File: src/rtl/rv32_pkg.sv
// rv32_pkg: shared register-file widths and the write-back entry record
package rv32_pkg;
    localparam int REG_AW = 5;
    localparam int XLEN   = 32;
    typedef struct packed {
        logic [REG_AW-1:0] rd;
        logic [XLEN-1:0]   data;
    } wb_entry;
endpackage

File: src/rtl/wb_fifo.sv
// wb_fifo: synchronous FIFO of write-back entries; pointers carry an extra wrap bit
module wb_fifo
    import rv32_pkg::*;
#(
    parameter int DEPTH = 4
) (
    input  logic    clk,
    input  logic    rst,
    input  logic    push,
    input  logic    pop,
    input  wb_entry din,
    output wb_entry dout,
    output logic    full,
    output logic    empty
);
    localparam int AW = $clog2(DEPTH);
    wb_entry       mem [DEPTH];
    logic [AW:0]   wr_ptr;
    logic [AW:0]   rd_ptr;
    assign empty = wr_ptr == rd_ptr;
    assign full  = (wr_ptr[AW] != rd_ptr[AW]) && (wr_ptr[AW-1:0] == rd_ptr[AW-1:0]);
    assign dout  = mem[rd_ptr[AW-1:0]];
    // pointer advance and storage write; push is ignored when full, pop when empty
    always_ff @(posedge clk) begin
        if (rst) begin
            wr_ptr <= '0;
            rd_ptr <= '0;
        end else begin
            if (push && !full) begin
                mem[wr_ptr[AW-1:0]] <= din;
                wr_ptr              <= wr_ptr + 1'b1;
            end
            if (pop && !empty) rd_ptr <= rd_ptr + 1'b1;
        end
    end
endmodule

File: src/rtl/rf_wb_arbiter.sv
// rf_wb_arbiter: single register-file write port shared by ALU and buffered loads, plus RAW scoreboard (optional bypass: WB_BYPASS_EN)
module rf_wb_arbiter
    import rv32_pkg::*;
#(
    parameter int LQ_DEPTH = 4
) (
    input  logic              i_clk,
    input  logic              i_rst,
    input  logic              i_alu_valid,
    input  logic [REG_AW-1:0] i_alu_rd,
    input  logic [XLEN-1:0]   i_alu_data,
    output logic              o_alu_ready,
    input  logic              i_ld_valid,
    input  logic [REG_AW-1:0] i_ld_rd,
    input  logic [XLEN-1:0]   i_ld_data,
    output logic              o_ld_ready,
    input  logic              i_issue_valid,
    input  logic [REG_AW-1:0] i_issue_rd,
    input  logic [REG_AW-1:0] i_RA1,
    input  logic [REG_AW-1:0] i_RA2,
    output logic              o_busy1,
    output logic              o_busy2,
    output logic [REG_AW-1:0] o_WA,
    output logic [XLEN-1:0]   o_WD,
    output logic              o_WE,
    output logic              o_fwd1,
    output logic              o_fwd2,
    output logic [XLEN-1:0]   o_fwd_data
);
    wb_entry     head;
    wb_entry     win;
    logic        full;
    logic        empty;
    logic        pop;
    logic        win_valid;
    logic [31:0] busy;
    logic [31:0] busy_nxt;

    wb_fifo #(.DEPTH(LQ_DEPTH)) u_fifo (
        .clk   (i_clk),
        .rst   (i_rst),
        .push  (i_ld_valid && !full),
        .pop   (pop),
        .din   ('{rd: i_ld_rd, data: i_ld_data}),
        .dout  (head),
        .full  (full),
        .empty (empty)
    );

    assign o_alu_ready = !full;
    assign o_ld_ready  = !full;
    assign pop         = full || (!i_alu_valid && !empty);
    assign win_valid   = pop || i_alu_valid;
    assign win         = pop ? head : '{rd: i_alu_rd, data: i_alu_data};

    // register the winner; x0 results are consumed but never raise the write enable
    always_ff @(posedge i_clk) begin
        if (i_rst) begin
            o_WE <= 1'b0;
            o_WA <= '0;
            o_WD <= '0;
        end else begin
            o_WE <= win_valid && (win.rd != '0);
            if (win_valid) begin
                o_WA <= win.rd;
                o_WD <= win.data;
            end
        end
    end

    // scoreboard update: commit clears, issue sets afterwards so a same-cycle set wins
    always_comb begin
        busy_nxt = busy;
        if (o_WE) busy_nxt[o_WA] = 1'b0;
        if (i_issue_valid) busy_nxt[i_issue_rd] = 1'b1;
        busy_nxt[0] = 1'b0;
    end

    // scoreboard state
    always_ff @(posedge i_clk) begin
        if (i_rst) busy <= '0;
        else       busy <= busy_nxt;
    end

`ifdef WB_BYPASS_EN
    assign o_fwd1     = o_WE && (o_WA == i_RA1) && (i_RA1 != '0);
    assign o_fwd2     = o_WE && (o_WA == i_RA2) && (i_RA2 != '0);
    assign o_fwd_data = o_WD;
`else
    assign o_fwd1     = 1'b0;
    assign o_fwd2     = 1'b0;
    assign o_fwd_data = '0;
`endif

    assign o_busy1 = busy[i_RA1] && !o_fwd1;
    assign o_busy2 = busy[i_RA2] && !o_fwd2;
endmodule

File: config.mk
export PLATFORM = sky130hd
export DESIGN_NAME = rf_wb_arbiter
export DESIGN_NICKNAME = d
export VERILOG_FILES = /design/src/rtl/rv32_pkg.sv /design/src/rtl/wb_fifo.sv /design/src/rtl/rf_wb_arbiter.sv
export SDC_FILE = /design/constraint.sdc
export NUM_CORES = 1
export LEC_CHECK = 0
export CAP_MARGIN = 10
export CORE_UTILIZATION = 40
export CTS_CLUSTER_SIZE = 10
export DETAILED_ROUTE_END_ITERATION = 8
export DONT_BUFFER_PORTS = 1
export PLACE_DENSITY_LB_ADDON = 0.12
export SYNTH_ARGS = -nofsm -noshare
export SYNTH_HDL_FRONTEND = slang
export SYNTH_SLANG_ARGS = --single-unit
File: constraint.sdc
create_clock -name i_clk -period 5.86 [get_ports i_clk]
set_input_delay 1.172 -clock i_clk [delete_from_list [all_inputs] [get_ports i_clk]]
set_output_delay 1.172 -clock i_clk [all_outputs]
set_load 0.1 [all_outputs]
# Word-level counts from Yosys, hierarchy flattened
# Memories as Yosys holds them, arrays and structs flattened. A register that Yosys moved wholly into a read port is not among the register bits.
# Index checks and enable logic that the tools add are counted.
# totals
reg_bits	76
mem_bits_rw	148
inputBits	94
output_inout_bits	76
wordCells	52
memories	1
# op_classes
n_addsub	2
n_lt_le_gt_ge	6
n_eq_ne	3
mux	16
bitwise	3
reduce_logical	14
# mem_list
name	words	word_bits	read_ports	rd_clocked_by_memory_dff	write_ports	line	source
u_fifo.mem	4	37	1	1	1	wb_fifo.sv:17	wb_entry mem [DEPTH];
# ops
op	n
$mux 32	2
$mux 37	1
$and 32x32->32	1
$not 32->32	1
$or 32x32->32	1
$lt 5x6->1 const B	4
$bmux 1 s5	2
$demux 1 s5	2
$ge 5x1->1 const B	2
$logic_and 1x1->1	8
$mux 1	7
$add 3x1->3 const B	2
$reduce_bool 5->1	1
$mux 2	2
$eq 3x3->1	1
$logic_not 1->1	3
$eq 2x2->1	1
$logic_or 1x1->1	2
$ne 1x1->1	1

# Logic depth before layout (Yosys ltp)
# depth
word_depth	9
depth_mapped	6
mapped_depth_nobuf	5

# Modules after synthesis
# From an unflattened synthesis, not the netlist that was laid out.
# unflattened
cells_unflattened	741
hier_area_um2	9940.8
# modules_own_cells
module	n_inst	cells_each	area_per_inst_um2	seq_area_each_um2
wb_fifo	1	263	5945.7	4604.4
rf_wb_arbiter	1	478	3995.1	1381.3

# Worst setup path after synthesis
# Ideal clock, no wire load.
# synth_timing
kind	in2reg
start	in i_rst
end	mem u_fifo.mem[0][0] (netlist bit), enable pin
setup_ns	0.485
t_arrival_ns	4.353
required_time_ns	5.375
path_slack_ns	1.022
cell_stages	3
n_path_buf	2
path_cell_list	clkbuf_1 > clkbuf_1 > nor3b_1
# synth_via
elab_chain_cells	2
# synth_rtl
item	line	source
from (decl)	rf_wb_arbiter.sv:8	input logic i_rst,
$mux 1	wb_fifo.sv:25	if (rst) begin
$mux 1 (not written as such)	wb_fifo.sv:30	mem[wr_ptr[AW-1:0]] <= din;
to (decl)	wb_fifo.sv:17	
# No other way between the ends.

# Worst setup path in the final report
# layout_timing
start	reg u_fifo.wr_ptr[2]
end	out o_ld_ready
# layout_via
elab_chain_cells	3
# layout_rtl
item	line	source
from (decl)	wb_fifo.sv:18	logic [AW:0] wr_ptr;
from (signal assigned)	wb_fifo.sv:31	wr_ptr <= wr_ptr + 1'b1;
$ne 1x1->1	wb_fifo.sv:21	assign full = (wr_ptr[AW] != rd_ptr[AW]) && (wr_ptr[AW-1:0] == rd_ptr[AW-1:0]);
$logic_and 1x1->1	wb_fifo.sv:21	
$logic_not 1->1	-	
to (decl)	rf_wb_arbiter.sv:16	output logic o_ld_ready,
# No other way between the ends.

==> summary.md <==
| Metric | Value |
|---|---|
| Antenna violations before repair | 0 |
| Sw Ratio | 33.6% |
| First-pass GRT wire length | 35,900 um |
| Critical path arrival | 3.11 ns |
| Status | completed |
| Setup crit start kind | register |
| N_diodes | 0 |
| Crit end category | primary output |
| Minimum clock period | 4.28 ns |
| Kind of critical path | register to primary output |
| DIE HEIGHT | 159 um |
| Worst-case clock buffer depth | 3 |
| Logic pwr share | 15.1% |
| TritonCTS Buffers | 27 |
| Via count | 5,916 |
| P_sw | 0.00146 W |
| Clock power frac | 33.9% |
| Final HPWL DP | 14,600 um |
| Synth unique cells | 43 |
| Layout area overhead | 10.1% |
| WL final | 23,000 um |
| CTS root buf | clkbuf_16 |
| Hold Crit Class | register to register |
| Ys flop type | edfxtp_1 |
| P_leak | 3.53 nW |
| # clock sinks | 225 |
| Synth top area share | 45.2% |
| Setup TNS | 0 ns |
| Register-to-Register Path Depth | 6 |
| Register share of total power | 50.9% |
| Overflow after GRT | 0 |
| Asr flop ratio synth | 0% |
| Starting DRT DRC Count | 355 |
| Final nets | 794 |
| RSZ-0062 raised after global routing | no |
| Post-synthesis sequential area ratio | 60.9% |
| Syn Inst Count | 699 |
| Largest net degree at the start of global routing | 81 |
| DR vias/cell | 5.69 |
| Hold Path Stages | 2 |
| Reg2reg setup slack | 2.76 ns |
| Maxcap violations | 0 |
| Worst Skew | 0.0193 ns |
| Die Wd | 159 um |
| Synthesized area per cell | 14.1 um^2 |
| Core area | 24,200 um^2 |
| Worst R2R End | o_WD[23]$_SDFFE_PP0P_ |
| Setup crit start | u_fifo.wr_ptr[2]$_SDFFE_PP0P_ |
| Worst slew pin tran | 1.24 ns |
| H-tree levels | 1 |
| Post-route ant nets | 0 |
| Final Cycle Share | 73.0% |
| Hold EP | busy[8]$_SDFF_PP0_ |
| PortBufs | 0 |
| # IOs | 170 |
| Final setup fails | 0 |
| Wire per inst | 22.1 um |
| CTS tree | yes |
| Rows | 57 |
| Cell-internal power | 0.00289 W |
| Max Transition Viols Final | 0 |
| Global placer's final weighted congestion | 0.850 |
| Fmax | 234 MHz |
| DIE AREA | 25,200 um^2 |
| Dpl cells | 990 |
| Worst ir drop on vdd | 0.270 mV |
| Layout cells sized above 1 | 17.5% |
| Synth top area cells | edfxtp_1 (45%), dfxtp_1 (16%), mux4_2 (13%) |
| Drt drc | 0 |
| CTS resizes | 0 |
| EDFF count, synth | 148 |
| Yosys reg bits | 225 |
| Leading area contributor after synthesis | edfxtp_1 |
| Hold Crit Start | busy[8]$_SDFF_PP0_ |
| PwrDens | 402 nW/um^2 |
| Warnings, synthesis | 0 |
| Post-synthesis cell area | 9840 um^2 |
| Cell Count, Final, Fillers Out | 1,039 |
| # hold bufs at CTS | 0 |
| Post-CTS setup buffer count | 0 |
| R2r startpoint | u_fifo.wr_ptr[2]$_SDFFE_PP0P_ |
| Clk slew on worst S/H paths | 0.05 ns |
| Final Hold Viols | 0 |
| Fin area | 10,800 um^2 |
| Worst Path Required | 4.69 ns |
| Overall Global Routing Usage | 18.3% |
| Initial Util | 40.6% |
| Clk Latency, worst-skew pair | 0.54 ns |
| Max-slew headroom | 17.1% |
| Vias in the first global route | 6,084 |
| Critical path peak fanout | 23 |
| Pre-Repair DR Iteration Count | 7 |
| Area after DPL | 10,100 um^2 |
[power by group through the flow]
stage               logic, W  registers, W  clock network, W
finish              0.000659       0.00222           0.00148
CTS                 0.000662       0.00222           0.00152
global route        0.000712       0.00222           0.00158
floorplan           0.000539       0.00227                 0
detailed placement  0.000660       0.00225                 0
global placement    0.000655       0.00224                 0
[critical path: stages (launching register included)]
cell      delay [ns]
dfxtp_1         0.34
xnor2_2         0.36
nor3_4          0.77
clkinv_2        0.53
buf_4           0.52
[cell usage in the layout, fill, tap and decap left out, types with 24 or more instances in the layout]
master,n
mux4_2,55
clkbuf_16,27
edfxtp_1,148
a21oi_1,73
o21ai_0,35
conb_1,34
nand2_1,41
a211oi_1,24
nor2_1,35
dfxtp_1,75
mux2i_1,27
[cells in the mapped netlist, types with 3 or more instances]
cell type    n
a2111oi_0    8
a2111oi_2    6
a211oi_1    24
a21o_1      15
a21oi_1     73
buf_1        6
buf_2        9
buf_4       42
clkbuf_1    26
dfxtp_1     77
edfxtp_1   148
ha_1         5
inv_1        4
mux2i_1     27
mux4_2      55
nand2_1     41
nand3_1      6
nand3b_1     5
nand4b_1    13
nor2_1      35
nor3b_1      7
o21ai_0     35
xnor2_1      3
[kinds of logic (layout without fill, tap and decap cells)]
| kind of cell | after synthesis | after routing | share of synthesized area (%) |
|---|---|---|---|
| flip-flops | 225 | 225 | 60.9 |
| AO/OA/AOI/OAI | 170 | 170 | 10.9 |
| AND/OR/NAND/NOR | 120 | 120 | 6.32 |
| buffers and inverters | 88 | 71 | 5.08 |
| multiplexers | 84 | 84 | 15.6 |
| XOR/XNOR | 6 | 6 | 0.611 |
| adder cells (fa/ha/maj) | 5 | 5 | 0.636 |
| other | 1 | 34 | 0.0381 |
[final cells by class]
class / count / area (um^2)
Clock inverter: 4 / 22.5
Clock buffer: 45 / 753
Inverter: 5 / 20.0
Sequential cell: 225 / 5990
Fill cell: 2210 / 13400
Timing Repair Buffer: 17 / 128
Tap cell: 324 / 405
Multi-Input combinational cell: 419 / 3510
[state kept, by name (all words and copies together) (netlist names), named ones only]
signal and flops:
u_fifo.rd_ptr 3, u_fifo.wr_ptr 3, u_fifo.mem 148, o_WD 32, o_WE 1, o_WA 5
busy 31
[per-layer routing]
metal	up-vias	global-route usage (%)	part of all wire, %
met5	-	0	0
met4	0	5.08	2.0
met3	39	4.94	8.1
met2	220	31.7	51
met1	3009	22.2	39
li1	2648	-	-
[through the flow]
step / hold WS [ns] / util (%) / setup slack [ns] / power, W
floorplan: 0.460 / - / 1.02 / 0.00281
global placement: 0.474 / 41.4 / 2.08 / 0.00290
detailed placement: 0.486 / 41.4 / 2.05 / 0.00291
CTS: 0.497 / 44.6 / 1.53 / 0.00439
global route: 0.525 / 44.6 / 1.38 / 0.00451
finish: 0.496 / 44.6 / 1.58 / 0.00435
[worst max-delay path by stage]
stage               depth (start not counted)                    endpoint  slack [ns]
floorplan                                   3  u_fifo.mem[0][0]$_DFFE_PP_        1.02
global placement                            3                     o_busy1        2.08
detailed placement                          3                     o_busy2        2.05
CTS                                         4                 o_alu_ready        1.53
global route                                4                  o_ld_ready        1.38
finish                                      4                  o_ld_ready        1.58
Note: power is estimated with default switching activity, not from simulation.
